===== src/rtl/cronometro_param.sv =====
// cronometro_param: parametrised time-of-day / stopwatch counter.
// Produces the 11-slot BCD digit bus (HH:MM:SS.CC with separator codes)
// for the 7-segment multiplexer, with prescaler, run/stop, clear, preset
// load and a lap function that freezes the display on a captured time.
module cronometro_param #(
    parameter int unsigned CLK_PER_CS = 100,
    parameter int unsigned HOUR_MAX   = 23,
    parameter logic [3:0]  SEP_CODE   = 4'd10
) (
    input  logic        clk,
    input  logic        rst_n,
    input  logic        run,
    input  logic        clear,
    input  logic        load,
    input  logic [6:0]  load_h,
    input  logic [5:0]  load_m,
    input  logic [5:0]  load_s,
    input  logic        lap,
    output logic [43:0] num_data,
    output logic        lap_active,
    output logic        cs_tick,
    output logic        day_wrap
);

    localparam int unsigned PW = $clog2(CLK_PER_CS);
    localparam logic [PW-1:0] PRESC_LAST = PW'(CLK_PER_CS - 1);
    localparam logic [6:0] HOUR_LAST = 7'(HOUR_MAX);
    localparam logic [6:0] CS_LAST = 7'd99;
    localparam logic [5:0] SM_LAST = 6'd59;

    // Live time registers
    logic [PW-1:0] presc;
    logic [6:0]    cs;
    logic [5:0]    sec;
    logic [5:0]    mins;
    logic [6:0]    hs;

    // Lap (frozen) copies of the live time
    logic [6:0]    l_cs;
    logic [5:0]    l_sec;
    logic [5:0]    l_mins;
    logic [6:0]    l_hs;

    // Carry-chain terminal detections
    logic          cs_last;
    logic          sec_last;
    logic          min_last;
    logic          hs_last;

    // Clamped preset values
    logic [6:0]    hs_preset;
    logic [5:0]    min_preset;
    logic [5:0]    sec_preset;

    // Display source after lap selection
    logic [6:0]    d_cs;
    logic [6:0]    d_sec;
    logic [6:0]    d_min;
    logic [6:0]    d_hs;

    // Tens digit of a 0..99 value
    function automatic logic [3:0] tens_of(input logic [6:0] v);
        logic [6:0] q;
        q = v / 7'd10;
        return q[3:0];
    endfunction

    // Units digit of a 0..99 value
    function automatic logic [3:0] units_of(input logic [6:0] v);
        logic [6:0] r;
        r = v % 7'd10;
        return r[3:0];
    endfunction

    // Terminal-count flags, hundredth strobe and end-of-day strobe; clear and
    // load suppress the strobes because they override the advance on this edge
    always_comb begin
        cs_last  = (cs == CS_LAST);
        sec_last = (sec == SM_LAST);
        min_last = (mins == SM_LAST);
        hs_last  = (hs == HOUR_LAST);
        cs_tick  = run & ~clear & ~load & (presc == PRESC_LAST);
        day_wrap = cs_tick & cs_last & sec_last & min_last & hs_last;
    end

    // Preset values saturate at the largest legal value of each field
    always_comb begin
        hs_preset  = (load_h > HOUR_LAST) ? HOUR_LAST : load_h;
        min_preset = (load_m > SM_LAST) ? SM_LAST : load_m;
        sec_preset = (load_s > SM_LAST) ? SM_LAST : load_s;
    end

    // Prescaler: counts clock cycles within one hundredth; holds while stopped
    // so a resumed run finishes the interrupted hundredth without phase loss
    always_ff @(posedge clk or negedge rst_n) begin
        if (!rst_n) begin
            presc <= '0;
        end else if (clear || load) begin
            presc <= '0;
        end else if (run) begin
            if (presc == PRESC_LAST) begin
                presc <= '0;
            end else begin
                presc <= presc + 1'b1;
            end
        end
    end

    // Live time: clear beats load beats counting; carries ripple cs->sec->min->hs
    always_ff @(posedge clk or negedge rst_n) begin
        if (!rst_n) begin
            cs   <= '0;
            sec  <= '0;
            mins <= '0;
            hs   <= '0;
        end else if (clear) begin
            cs   <= '0;
            sec  <= '0;
            mins <= '0;
            hs   <= '0;
        end else if (load) begin
            cs   <= '0;
            sec  <= sec_preset;
            mins <= min_preset;
            hs   <= hs_preset;
        end else if (cs_tick) begin
            if (!cs_last) begin
                cs <= cs + 7'd1;
            end else begin
                cs <= '0;
                if (!sec_last) begin
                    sec <= sec + 6'd1;
                end else begin
                    sec <= '0;
                    if (!min_last) begin
                        mins <= mins + 6'd1;
                    end else begin
                        mins <= '0;
                        hs   <= hs_last ? 7'd0 : hs + 7'd1;
                    end
                end
            end
        end
    end

    // Lap toggle: first pulse snapshots the pre-edge live time and freezes the
    // display, second pulse releases it; clear cancels everything
    always_ff @(posedge clk or negedge rst_n) begin
        if (!rst_n) begin
            lap_active <= 1'b0;
            l_cs       <= '0;
            l_sec      <= '0;
            l_mins     <= '0;
            l_hs       <= '0;
        end else if (clear) begin
            lap_active <= 1'b0;
            l_cs       <= '0;
            l_sec      <= '0;
            l_mins     <= '0;
            l_hs       <= '0;
        end else if (lap) begin
            if (lap_active) begin
                lap_active <= 1'b0;
            end else begin
                lap_active <= 1'b1;
                l_cs       <= cs;
                l_sec      <= sec;
                l_mins     <= mins;
                l_hs       <= hs;
            end
        end
    end

    // Select the frozen copy or the live time for display
    always_comb begin
        d_cs  = lap_active ? l_cs : cs;
        d_sec = lap_active ? {1'b0, l_sec} : {1'b0, sec};
        d_min = lap_active ? {1'b0, l_mins} : {1'b0, mins};
        d_hs  = lap_active ? l_hs : hs;
    end

    // Pack digits into slots; slot 0 (hours tens) sits in the low nibble
    always_comb begin
        num_data = {units_of(d_cs),  tens_of(d_cs),  SEP_CODE,
                    units_of(d_sec), tens_of(d_sec), SEP_CODE,
                    units_of(d_min), tens_of(d_min), SEP_CODE,
                    units_of(d_hs),  tens_of(d_hs)};
    end

endmodule


===== config.mk =====
export PLATFORM = sky130hd
export DESIGN_NAME = cronometro_param
export DESIGN_NICKNAME = d
export VERILOG_FILES = /design/src/rtl/cronometro_param.sv
export SDC_FILE = /design/constraint.sdc
export NUM_CORES = 1
export LEC_CHECK = 0
export BUFFER_PORTS_ARGS = -buffer_cell sky130_fd_sc_hd__buf_2
export CAP_MARGIN = 10
export CORE_MARGIN = 2
export CORE_UTILIZATION = 55
export DETAILED_ROUTE_END_ITERATION = 10
export GPL_TIMING_DRIVEN = 0
export MAX_ROUTING_LAYER = met4
export PLACE_DENSITY = 0.88
export SLEW_MARGIN = 10
export SYNTH_ARGS = -nofsm -noshare
export SYNTH_HDL_FRONTEND = slang
export SYNTH_SLANG_ARGS = --single-unit

===== constraint.sdc =====
create_clock -name clk -period 4.9 [get_ports clk]
set_clock_uncertainty 0.1 [all_clocks]
set_input_delay 0.98 -clock clk [delete_from_list [all_inputs] [get_ports clk]]
set_output_delay 0.98 -clock clk [all_outputs]
set_load 0.05 [all_outputs]

==> flow_metrics.env, run 1 <==
export IMPL_rsz0062_at_grt="yes"
export IMPL_cp_top_family="compound AO/OA/AOI/OAI gates"
export IMPL_fmax_ghz=0.2030
export IMPL_worstSetupEndpointType="output port"
export IMPL_synthAdderAreaFrac_pct=3.494
export IMPL_critPathRequiredTime_ns=3.82
export IMPL_worstPathArrival_ns=3.85
export IMPL_p_int_w=0.0009772
export IMPL_grt_max_degree=61
export IMPL_syn_area_um2=5014
export IMPL_io_pins=72
export IMPL_cts_buffers=9
export IMPL_async_reset_ff_share_pct=100.0
export IMPL_synthFlopType="dfrtp_1"
export IMPL_ys_ff_latch=60
export IMPL_critPathLaunchType="register"
export IMPL_yosys_area_share_simple_pct=23.38
export IMPL_grt_use_total_pct=29.28
export IMPL_ys_warn_count=0
export IMPL_dieHeight_um=99.48
export IMPL_p_sw_share_pct=41.51
export IMPL_cts_root_buf="clkbuf_8"
export IMPL_numClockSinks=60
export IMPL_synth_xor_area_share_pct=2.620
export IMPL_cpPeakStageDelay_ns=0.44
export IMPL_insertion_delay_ns=0.35
export IMPL_firstDrtPassIters=5
export IMPL_synth_edff_count=0
export IMPL_pwr_density_cell_nw_per_um2=269.5
export IMPL_netlist_instances=623
export IMPL_fillCellCount=641
export IMPL_whs_ns=0.4249
export IMPL_drive_gt1_share_pct=26.56
export IMPL_nets=772
export IMPL_clkTransAtPathRegs_ns=0.07
export IMPL_critPathKind="register to output port"
export IMPL_antenna_found_initial=0
export IMPL_dieArea_um2=9895
export IMPL_fin_crit_sh_pct=100.5
export IMPL_gr_total_overflow=0
export IMPL_htreeDepth=3
export IMPL_crit_chain="buf_8, buf_12, mux2_4, nor2_4, a21oi_2, ha_2, or2_4, o22a_1, a21oi_2, o22ai_2, a221oi_4, a311oi_2, ha_2, buf_4, o211ai_4, xnor2_4, buf_6"
export IMPL_antenna_left=0
export IMPL_hold_viol=0
export IMPL_yosysSeqAreaShare_pct=29.95
export IMPL_place_congestion=0.9153
export IMPL_die_w_um=99.48
export IMPL_core_um2=8763
export IMPL_slew_violations=0
export IMPL_final_util_pct=70.75
export IMPL_violations="setup timing"
export IMPL_leakagePower_nw=2.736
export IMPL_crit_start="lap_active$_DFFE_PN0P_"
export IMPL_clkPwrFrac_pct=23.7
export IMPL_synth_top_family_by_area="compound AO/OA/AOI/OAI gates"
export IMPL_drv_cap=0
export IMPL_seq_power_share_pct=32.7
export IMPL_drcViolationCount=0
export IMPL_r2r_start="cs[1]$_DFFE_PN0P_"
export IMPL_totalWireLength_mm=14.00
export IMPL_path_buf_inv=4
export IMPL_routedWlPerCell_um=16.55
export IMPL_slew_headroom_pct=46.94
export IMPL_num_rows=34
export IMPL_synth_compound_area_share_pct=24.43
export IMPL_hold_class="register to register"
export IMPL_dp_hpwl_mm=9.613
export IMPL_drt_iter0_drc=383
export IMPL_finalSetupViolCount=3
export IMPL_period_minus_slack_ns=4.926
export IMPL_tritoncts="yes"
export IMPL_grt_pass1_wl_mm=23.11
export IMPL_synth_mux_area_fraction_pct=9.433
export IMPL_path_max_fanout=8
export IMPL_hold_buffers=0
export IMPL_cp_slowest_cell="dfrtp_2"
export IMPL_initial_core_util_pct=57.21
export IMPL_n_antenna_cell=0
export IMPL_min_delay_start="l_cs[0]$_DFFE_PN0P_"
export IMPL_clockBufferDepth=2
export IMPL_power_switching_w=0.0006935
export IMPL_grt_pass1_vias=4885
export IMPL_vias=5231
export IMPL_vias_per_cell=6.183
export IMPL_port_buffers=56
export IMPL_outcome="finished with violations"
export IMPL_synthDistinctLibCells=71
export IMPL_syn_area_per_cell_um2=8.047
export IMPL_pwr_share_comb_pct=43.5
export IMPL_setup_ws_ns=-0.02582
export IMPL_peakVddDrop_mv=0.1529
export IMPL_area_growth_synth_to_final_pct=23.66
export IMPL_tightest_slew_ns=0.7738
## through the flow
| step | setup slack [ns] | total power, W | cells | TNS [ns] | instance area (µm²) |
|---|---|---|---|---|---|
| 2_1_floorplan | -0.3684 | 0.001040 | 635 | -0.7631 | 5145 |
| 3_3_place_gp | -0.1722 | 0.001148 | 799 | -0.2247 | 5560 |
| 3_5_place_dp | -0.3083 | 0.001174 | 799 | -0.6032 | 5563 |
| 4_1_cts | -0.02047 | 0.001608 | 830 | -0.04888 | 5942 |
| 5_1_grt | -0.1600 | 0.001743 | 846 | -0.4295 | 6200 |
| 6_report | -0.02582 | 0.001671 | 846 | -0.05151 | 6200 |
## cell usage after synthesis, drive strengths merged (16+ instances only)
cell | number | area share, %
nor3 | 17 | 1.9
nor2 | 72 | 5.4
buf | 24 | 3.6
a211oi | 20 | 3.2
a21oi | 55 | 5.6
clkbuf | 25 | 1.9
mux2i | 26 | 5.8
nand3 | 16 | 1.6
dfrtp | 60 | 30
nand2 | 70 | 5.2
o21ai | 49 | 5.0
## cell families after synthesis
family,Yosys count
other,2
and+or+nand+nor,241
adders and majority gates,14
AOI/OAI and AO/OA,187
xor gates and xnor gates,15
muxes,41
buffers and inverters,63
DFF,60
## power by group through the flow
| stage | registers (W) | logic, W | clock network (W) |
|---|---|---|---|
| floorplan | 0.000549 | 0.000491 | 0 |
| global placement | 0.000552 | 0.000597 | 0 |
| detailed placement | 0.000554 | 0.000621 | 0 |
| CTS | 0.000545 | 0.000669 | 0.000393 |
| global route | 0.000550 | 0.000776 | 0.000418 |
| finish | 0.000547 | 0.000727 | 0.000397 |
## worst min-delay path: stages (launching register included)
cell and delay [ns]:
dfrtp_1 0.34, mux2i_1 0.06, nor2_1 0.08
## sequential cells by signal, summed over array words and instances (netlist names)
register,count
cs,7
hs,7
l_cs,7
l_hs,7
presc,7
l_mins,6
l_sec,6
mins,6
sec,6
lap_active,1
## layout make-up
type	instances	area (µm²)	share of cell area, %
Buffer	48	289.0	4.662
Clock buffer	11	141.4	2.281
Clock inverter	5	27.53	0.4440
Inverter	14	52.55	0.8476
Multi-Input combinational cell	512	3468	55.94
Sequential cell	60	1503	24.24
Tap cell	108	135.1	2.180
Timing Repair Buffer	88	583.1	9.405
## repair_timing
| item | in CTS | in global routing |
|---|---|---|
| gates resized for setup | 23 | 29 |
| setup buffers | 16 | 16 |
| pin swaps | 9 | 12 |
| hold endpoints to repair | 0 | 0 |
| setup endpoints to repair | 9 | 13 |
## layout by cell type, fill, tap and decap left out, types with 14 or more instances in the layout
| cell | count |
|---|---|
| buf_4 | 46 |
| a211oi_1 | 18 |
| buf_2 | 52 |
| dfrtp_1 | 59 |
| nand2_1 | 70 |
| conb_1 | 14 |
| nand3_1 | 16 |
| a21oi_1 | 50 |
| mux2i_1 | 20 |
| nor2_1 | 70 |
| o21ai_0 | 38 |
| clkbuf_1 | 26 |
| nor3_1 | 15 |
## worst paths after layout
| kind | end | cells past startpoint | slack (ns) |
|---|---|---|---|
| hold reg to reg | l_cs[0]$_DFFE_PN0P_ | 2 | 0.42 |
| setup reg to reg | hs[4]$_DFFE_PN0P_ | 8 | 2.08 |
| max in group asynchronous | lap_active$_DFFE_PN0P_ | 1 | 3.55 |
| setup / recovery | num_data[5] | 17 | -0.03 |
| min in group asynchronous | presc[1]$_DFFE_PN0P_ | 1 | 0.61 |
| hold / removal | l_cs[0]$_DFFE_PN0P_ | 2 | 0.42 |
## per-layer routing
layer / wire, µm / share of wire, % / track usage (%)
met5: 0 / 0 / -
met4: 418 / 3.0 / 12.01
met3: 952 / 6.8 / 4.357
met2: 6943 / 50 / 47.56
met1: 5687 / 41 / 36.79
No activity file was read; power rests on OpenSTA's default activity.
==> run 2: changes to the inputs <==
--- a/config.mk
+++ b/config.mk
@@ -7,6 +7,7 @@
 export LEC_CHECK = 0
 export BUFFER_PORTS_ARGS = -buffer_cell sky130_fd_sc_hd__buf_2
 export CAP_MARGIN = 10
+export CORE_ASPECT_RATIO = 1.5
 export CORE_MARGIN = 2
 export CORE_UTILIZATION = 55
 export DETAILED_ROUTE_END_ITERATION = 10
==> flow_metrics.env, run 2 (synthesis results as in run 1) <==
export IMPL_hold_viol=0
export IMPL_post_dp_cell_area_um2=5565
export IMPL_port_buffers=56
export IMPL_vias=5396
export IMPL_totalWireLength_mm=14.73
export IMPL_worstPathArrival_ns=3.79
export IMPL_clkTransAtPathRegs_ns=0.05
export IMPL_top_layer_used="met4"
export IMPL_period_minus_slack_ns=4.866
export IMPL_r2r_start="cs[0]$_DFFE_PN0P_"
export IMPL_finalSetupViolCount=0
export IMPL_insertion_delay_ns=0.34
export IMPL_layout_common_cells="70 x nand2_1, 70 x nor2_1, 59 x dfrtp_1"
export IMPL_pwr_density_cell_nw_per_um2=306.0
export IMPL_dieArea_um2=9911
export IMPL_clkPwrFrac_pct=34.3
export IMPL_power_switching_w=0.0007145
export IMPL_r2r_cells=8
export IMPL_dieHeight_um=120.9
export IMPL_path_max_fanout=5
export IMPL_cts_buffers=9
export IMPL_grt_pass1_vias=5003
export IMPL_drt_met1_wl_mm=5.503
export IMPL_wl_met2_mm=7.648
export IMPL_hold_class="register to register"
export IMPL_tritoncts="yes"
export IMPL_slew_headroom_pct=42.12
export IMPL_place_congestion=0.9198
export IMPL_outcome="complete, no violations"
export IMPL_area_growth_synth_to_final_pct=24.06
export IMPL_drv_cap=0
export IMPL_fin_crit_sh_pct=99.31
export IMPL_antenna_found_initial=0
export IMPL_critPathKind="register to output port"
export IMPL_grt_pass1_wl_mm=23.38
export IMPL_num_rows=42
export IMPL_critPathRequiredTime_ns=3.82
export IMPL_n_antenna_cell=0
export IMPL_leakagePower_nw=2.748
export IMPL_antenna_left=0
export IMPL_drt_iter0_drc=639
export IMPL_dp_hpwl_mm=9.982
export IMPL_whs_ns=0.4316
export IMPL_pwr_share_comb_pct=36.8
export IMPL_firstDrtPassIters=7
export IMPL_initial_core_util_pct=56.79
export IMPL_reg2reg_to="hs[4]$_DFFE_PN0P_"
export IMPL_routedWlPerCell_um=17.48
export IMPL_clockBufferDepth=2
export IMPL_nets=767
export IMPL_hold_end="l_mins[1]$_DFFE_PN0P_"
export IMPL_tightest_slew_ns=0.8440
export IMPL_reg2reg_setup_slack_ns=2.08
export IMPL_vias_per_cell=6.401
export IMPL_holdPathStages=2
export IMPL_grt_max_degree=61
export IMPL_numClockSinks=60
export IMPL_min_delay_start="l_mins[1]$_DFFE_PN0P_"
export IMPL_wl_met3_mm=1.101
export IMPL_peakVddDrop_mv=0.2339
export IMPL_io_pins=72
export IMPL_drcViolationCount=0
export IMPL_slew_violations=0
export IMPL_critPathLaunchType="register"
export IMPL_p_int_w=0.001189
export IMPL_fmax_ghz=0.2055
export IMPL_die_w_um=81.96
export IMPL_grt_use_total_pct=30.71
export IMPL_seq_power_share_pct=28.9
export IMPL_cts_root_buf="clkbuf_16"
export IMPL_design_area_um2=6220
export IMPL_rsz0062_at_grt="yes"
export IMPL_worstSetupEndpointType="output port"
export IMPL_htreeDepth=3
export IMPL_drive_gt1_share_pct=25.24
export IMPL_p_sw_share_pct=37.54
export IMPL_gr_total_overflow=0
export IMPL_core_um2=8828
-- run 2: repair_timing --
| item | CTS | global route |
|---|---|---|
| hold buffers | 0 | 0 |
| gates resized for setup | 19 | 18 |
| cloned | 0 | 1 |
| pin swaps | 8 | 9 |
| setup endpoints to repair | 10 | 13 |
| buffers inserted | 10 | 16 |
-- run 2: critical path, cell delays in order, from the launching register on --
cell	delay, ns
dfrtp_2	0.43
buf_12	0.15
buf_12	0.12
mux2_4	0.32
nor2_4	0.10
a21oi_2	0.04
ha_2	0.21
or2_4	0.28
o22a_1	0.24
a21oi_2	0.14
o22ai_2	0.09
a221oi_4	0.25
a311oi_2	0.16
ha_2	0.22
o21ai_2	0.07
nand4_1	0.17
o211ai_4	0.15
xnor2_4	0.14
buf_6	0.18
-- run 2: per-layer routing --
metal,GRT usage (%),vias up
li1,-,2461
met1,37.05,2546
met2,50.56,328
met3,4.836,61
met4,12.60,0
met5,-,-
-- run 2: how the worst max path moves through the flow --
stage | slack, ns | end | from | cells past startpoint
after global placement | -0.17 | num_data[5] | lap_active$_DFFE_PN0P_ | 19
after global routing | -0.08 | num_data[5] | lap_active$_DFFE_PN0P_ | 18
final | 0.03 | num_data[5] | lap_active$_DFFE_PN0P_ | 18
after floorplan | -0.37 | num_data[29] | lap_active$_DFFE_PN0P_ | 16
after CTS | 0.005 | num_data[5] | lap_active$_DFFE_PN0P_ | 17
after detailed placement | -0.31 | num_data[5] | lap_active$_DFFE_PN0P_ | 19
-- run 2: stage by stage --
stage                     total power [W]  utilization (%)  TNS, ns  setup WS [ns]  cells
after floorplan                  0.001040                -  -0.7631        -0.3684    635
after global placement           0.001151            63.01  -0.2277        -0.1660    801
after detailed placement         0.001174            63.04  -0.5739        -0.3123    801
after CTS                        0.001854            67.96        0       0.005389    826
after global routing             0.001972            70.45  -0.1996       -0.07935    843
final                            0.001903            70.45        0        0.03391    843
-- run 2: area by class of cell --
class,count,area (µm²)
inverter,14,52.55
clock buffer,13,260.3
fill,679,2609
buffer,48,290.3
timing repair buffer,83,533.0
clock inverter,3,45.04
multi-input combinational,512,3398
tap,110,137.6
sequential,60,1503
-- run 2: power groups by stage --
stage / Sequential, W / Clock, W / Combinational (W)
floorplan: 0.000549 / 0 / 0.000491
global placement: 0.000553 / 0 / 0.000598
detailed placement: 0.000555 / 0 / 0.000619
CTS: 0.000547 / 0.000650 / 0.000657
global route: 0.000552 / 0.000675 / 0.000745
finish: 0.000550 / 0.000653 / 0.000700
==> run 3: changes to the inputs <==
--- a/config.mk
+++ b/config.mk
@@ -5,15 +5,17 @@
 export SDC_FILE = /design/constraint.sdc
 export NUM_CORES = 1
 export LEC_CHECK = 0
+export ABC_AREA = 1
 export BUFFER_PORTS_ARGS = -buffer_cell sky130_fd_sc_hd__buf_2
 export CAP_MARGIN = 10
 export CORE_ASPECT_RATIO = 1.5
 export CORE_MARGIN = 2
-export CORE_UTILIZATION = 55
+export CORE_UTILIZATION = 54
+export CTS_BUF_LIST = sky130_fd_sc_hd__clkbuf_4 sky130_fd_sc_hd__clkbuf_8
 export DETAILED_ROUTE_END_ITERATION = 10
 export GPL_TIMING_DRIVEN = 0
 export MAX_ROUTING_LAYER = met4
-export PLACE_DENSITY = 0.88
+export PLACE_DENSITY = 0.9
 export SLEW_MARGIN = 10
 export SYNTH_ARGS = -nofsm -noshare
 export SYNTH_HDL_FRONTEND = slang
==> constraint.sdc (replaced) <==
create_clock -name clk -period 4.3 [get_ports clk]
set_clock_uncertainty 0.1 [all_clocks]
set_input_delay 0.86 -clock clk [delete_from_list [all_inputs] [get_ports clk]]
set_output_delay 0.86 -clock clk [all_outputs]
set_load 0.05 [all_outputs]
==> flow_metrics.env, run 3 <==
export IMPL_slew_violations=0
export IMPL_critPathRequiredTime_ns=3.34
export IMPL_die_w_um=79.88
export IMPL_dp_hpwl_mm=9.033
export IMPL_synthDistinctLibCells=51
export IMPL_area_growth_synth_to_final_pct=30.80
export IMPL_place_ws_ns=0.09348
export IMPL_ys_ff_latch=60
export IMPL_synth_area_top_cells="dfrtp_1 32%, nand2_1 11%, inv_1 8.0%, nand3_1 4.7%, o22ai_1 4.6%"
export IMPL_design_area_um2=6100
export IMPL_outcome="complete, no violations"
export IMPL_synthFlopType="dfrtp_1"
export IMPL_totalWireLength_mm=13.69
export IMPL_drv_cap=0
export IMPL_nets=800
export IMPL_gr_total_overflow=0
export IMPL_post_dp_cell_area_um2=5298
export IMPL_ys_warn_count=0
export IMPL_n_antenna_cell=0
export IMPL_antenna_found_initial=0
export IMPL_fin_crit_sh_pct=99.84
export IMPL_yosysTopAreaCell="dfrtp_1"
export IMPL_cts_buffers=9
export IMPL_p_sw_share_pct=45.08
export IMPL_total_power_w=0.002316
export IMPL_core_um2=8413
export IMPL_grt_max_degree=61
export IMPL_leakagePower_nw=2.983
export IMPL_yosys_area_top_type_share_pct=32.20
export IMPL_cts_root_buf="clkbuf_8"
export IMPL_hold_buffers=0
export IMPL_worstSetupEndpointType="output port"
export IMPL_peakVddDrop_mv=0.3079
export IMPL_netlist_instances=650
export IMPL_dieArea_um2=9410
export IMPL_cpPeakStageDelay_ns=0.47
export IMPL_syn_area_um2=4663
export IMPL_syn_area_per_cell_um2=7.174
export IMPL_grt_pass1_vias=4723
export IMPL_pwr_density_cell_nw_per_um2=379.7
export IMPL_routedWlPerCell_um=15.70
export IMPL_synth_edff_count=0
export IMPL_critPathKind="register to output port"
export IMPL_drcViolationCount=0
export IMPL_yosys_top_cells_count="135 x nand2_1, 99 x inv_1, 60 x dfrtp_1"
export IMPL_rsz0062_at_grt="yes"
export IMPL_firstDrtPassIters=7
export IMPL_num_rows=41
export IMPL_tightest_slew_ns=0.9406
export IMPL_period_minus_slack_ns=4.293
export IMPL_pwr_share_comb_pct=53.0
export IMPL_yosysSeqAreaShare_pct=32.20
export IMPL_clockBufferDepth=2
export IMPL_layout_common_cells="114 x nand2_1, 91 x inv_1, 59 x dfrtp_1"
export IMPL_worstPathArrival_ns=3.33
export IMPL_power_switching_w=0.001044
export IMPL_dieHeight_um=117.8
export IMPL_timing_setup_tns_ns=0
export IMPL_fmax_ghz=0.2329
export IMPL_crit_chain="buf_12, buf_12, o21ai_4, inv_2, nand2_2, a21oi_2, inv_2, ha_4, nand2_2, o21ai_2, nand2_2, nand2_4, xor2_4, ha_4, inv_2, nand2_2, nand3_4, mux2i_4, buf_6"
export IMPL_drt_iter0_drc=411
export IMPL_hold_class="register to register"
export IMPL_setup_ws_ns=0.006734
export IMPL_cp_slowest_cell="dfrtp_2"
export IMPL_grt_use_total_pct=28.15
export IMPL_drive_gt1_share_pct=32.29
export IMPL_vias=4929
export IMPL_io_pins=72
export IMPL_hold_viol=0
export IMPL_path_max_fanout=8
export IMPL_p_int_w=0.001272
export IMPL_place_congestion=0.9671
export IMPL_layout_commonest_cell="nand2_1"
export IMPL_initial_core_util_pct=55.43
export IMPL_seq_power_share_pct=27.3
export IMPL_tritoncts="yes"
export IMPL_yosysMostFrequentCell="nand2_1"
export IMPL_clkPwrFrac_pct=19.7
export IMPL_port_buffers=57
export IMPL_critPathLaunchType="register"
export IMPL_antenna_left=0
export IMPL_path_common_cell="nand2_2"
export IMPL_htreeDepth=3
export IMPL_clkTransAtPathRegs_ns=0.07
export IMPL_finalSetupViolCount=0
export IMPL_numClockSinks=60
export IMPL_grt_pass1_wl_mm=20.71
export IMPL_slew_headroom_pct=36.71
export IMPL_vias_per_cell=5.653
export IMPL_async_reset_ff_share_pct=100.0
export IMPL_insertion_delay_ns=0.35
run 3: cell types whose count changed after synthesis, moves of 16 or more:
| cell | before | now |
|---|---|---|
| clkbuf_1 | 25 | 6 |
| nand2_1 | 70 | 135 |
| o22ai_1 | 7 | 34 |
| o21ai_2 | 1 | 17 |
| mux2i_1 | 23 | 2 |
| nand3_1 | 16 | 44 |
| nor2_1 | 72 | 48 |
| inv_1 | 13 | 99 |
| a21oi_1 | 54 | 29 |
| a211oi_1 | 18 | 1 |
run 3: final cells by class:
cell class              instances  area (µm²)
multi-input cells             461        3028
fillers                       639        2313
flip-flops and latches         60        1503
repair buffers                 89       618.1
inverters                     114       435.4
plain buffers                  26       214.0
clock buffers                  12       152.6
well taps                     107       133.9
clock inverters                 3       15.01
run 3: per-layer routing:
metal	up-vias	share of wire [%]	GRT usage (%)
met5	-	0	-
met4	0	4.6	14.72
met2	235	53	47.74
li1	2341	-	-
met1	2292	37	30.89
met3	61	5.6	5.061
run 3: power by group through the flow:
stage                     Sequential (W)  Clock [W]  Combinational [W]
after floorplan                 0.000634          0           0.000777
after global placement          0.000636          0           0.000927
after detailed placement        0.000638          0           0.000959
after CTS                       0.000629   0.000458            0.00109
after global routing            0.000635   0.000482            0.00130
final                           0.000632   0.000457            0.00123
run 3: through the flow:
stage	hold WS (ns)	util, %	std cells
after floorplan	0.3517	-	662
after global placement	0.3685	62.94	826
after detailed placement	0.3860	62.97	826
after CTS	0.4007	67.86	853
after global routing	0.4336	72.50	872
final	0.4015	72.50	872
run 3: kinds of logic after synthesis:
kind of cell | after synthesis | synth area share, %
xor+xnor | 16 | 3.327
mux | 2 | 0.4293
flops | 60 | 32.20
buf+inv | 141 | 13.50
other cells | 2 | 0.1610
simple gates | 276 | 27.05
compound gates | 139 | 19.59
fa+ha+maj | 14 | 3.756
run 3: critical path, delay by kind of cell, from the launching register on:
kind                     cells  cell delay [ns]
adder cells (fa/ha/maj)      2             0.32
AO/OA/AOI/OAI                3             0.45
AND/OR/NAND/NOR              6             0.57
buffers and inverters        6             0.67
XOR/XNOR                     1             0.23
flip-flops                   1             0.47
multiplexers                 1             0.23
run 3: worst paths after layout:
path                                        startpoint                endpoint  slack [ns]  cells past startpoint
worst max-delay path            lap_active$_DFFE_PN0P_            num_data[18]       0.007                     19
worst max register to register      sec[1]$_DFFE_PN0P_       hs[2]$_DFFE_PN0P_        1.78                      7
worst min register to register       hs[3]$_DFFE_PN0P_       hs[3]$_DFFE_PN0P_        0.40                      2
max in group asynchronous                        rst_n  lap_active$_DFFE_PN0P_        3.06                      1
min in group asynchronous                        rst_n    presc[6]$_DFFE_PN0P_        0.47                      1
worst min-delay path                 hs[3]$_DFFE_PN0P_       hs[3]$_DFFE_PN0P_        0.40                      2
run 3: repair_timing:
action | in CTS | in global routing
pin swaps | 12 | 27
resized for setup | 43 | 53
buffers inserted | 13 | 18
gates cloned | 0 | 1
endpoints found under the setup margin | 12 | 14
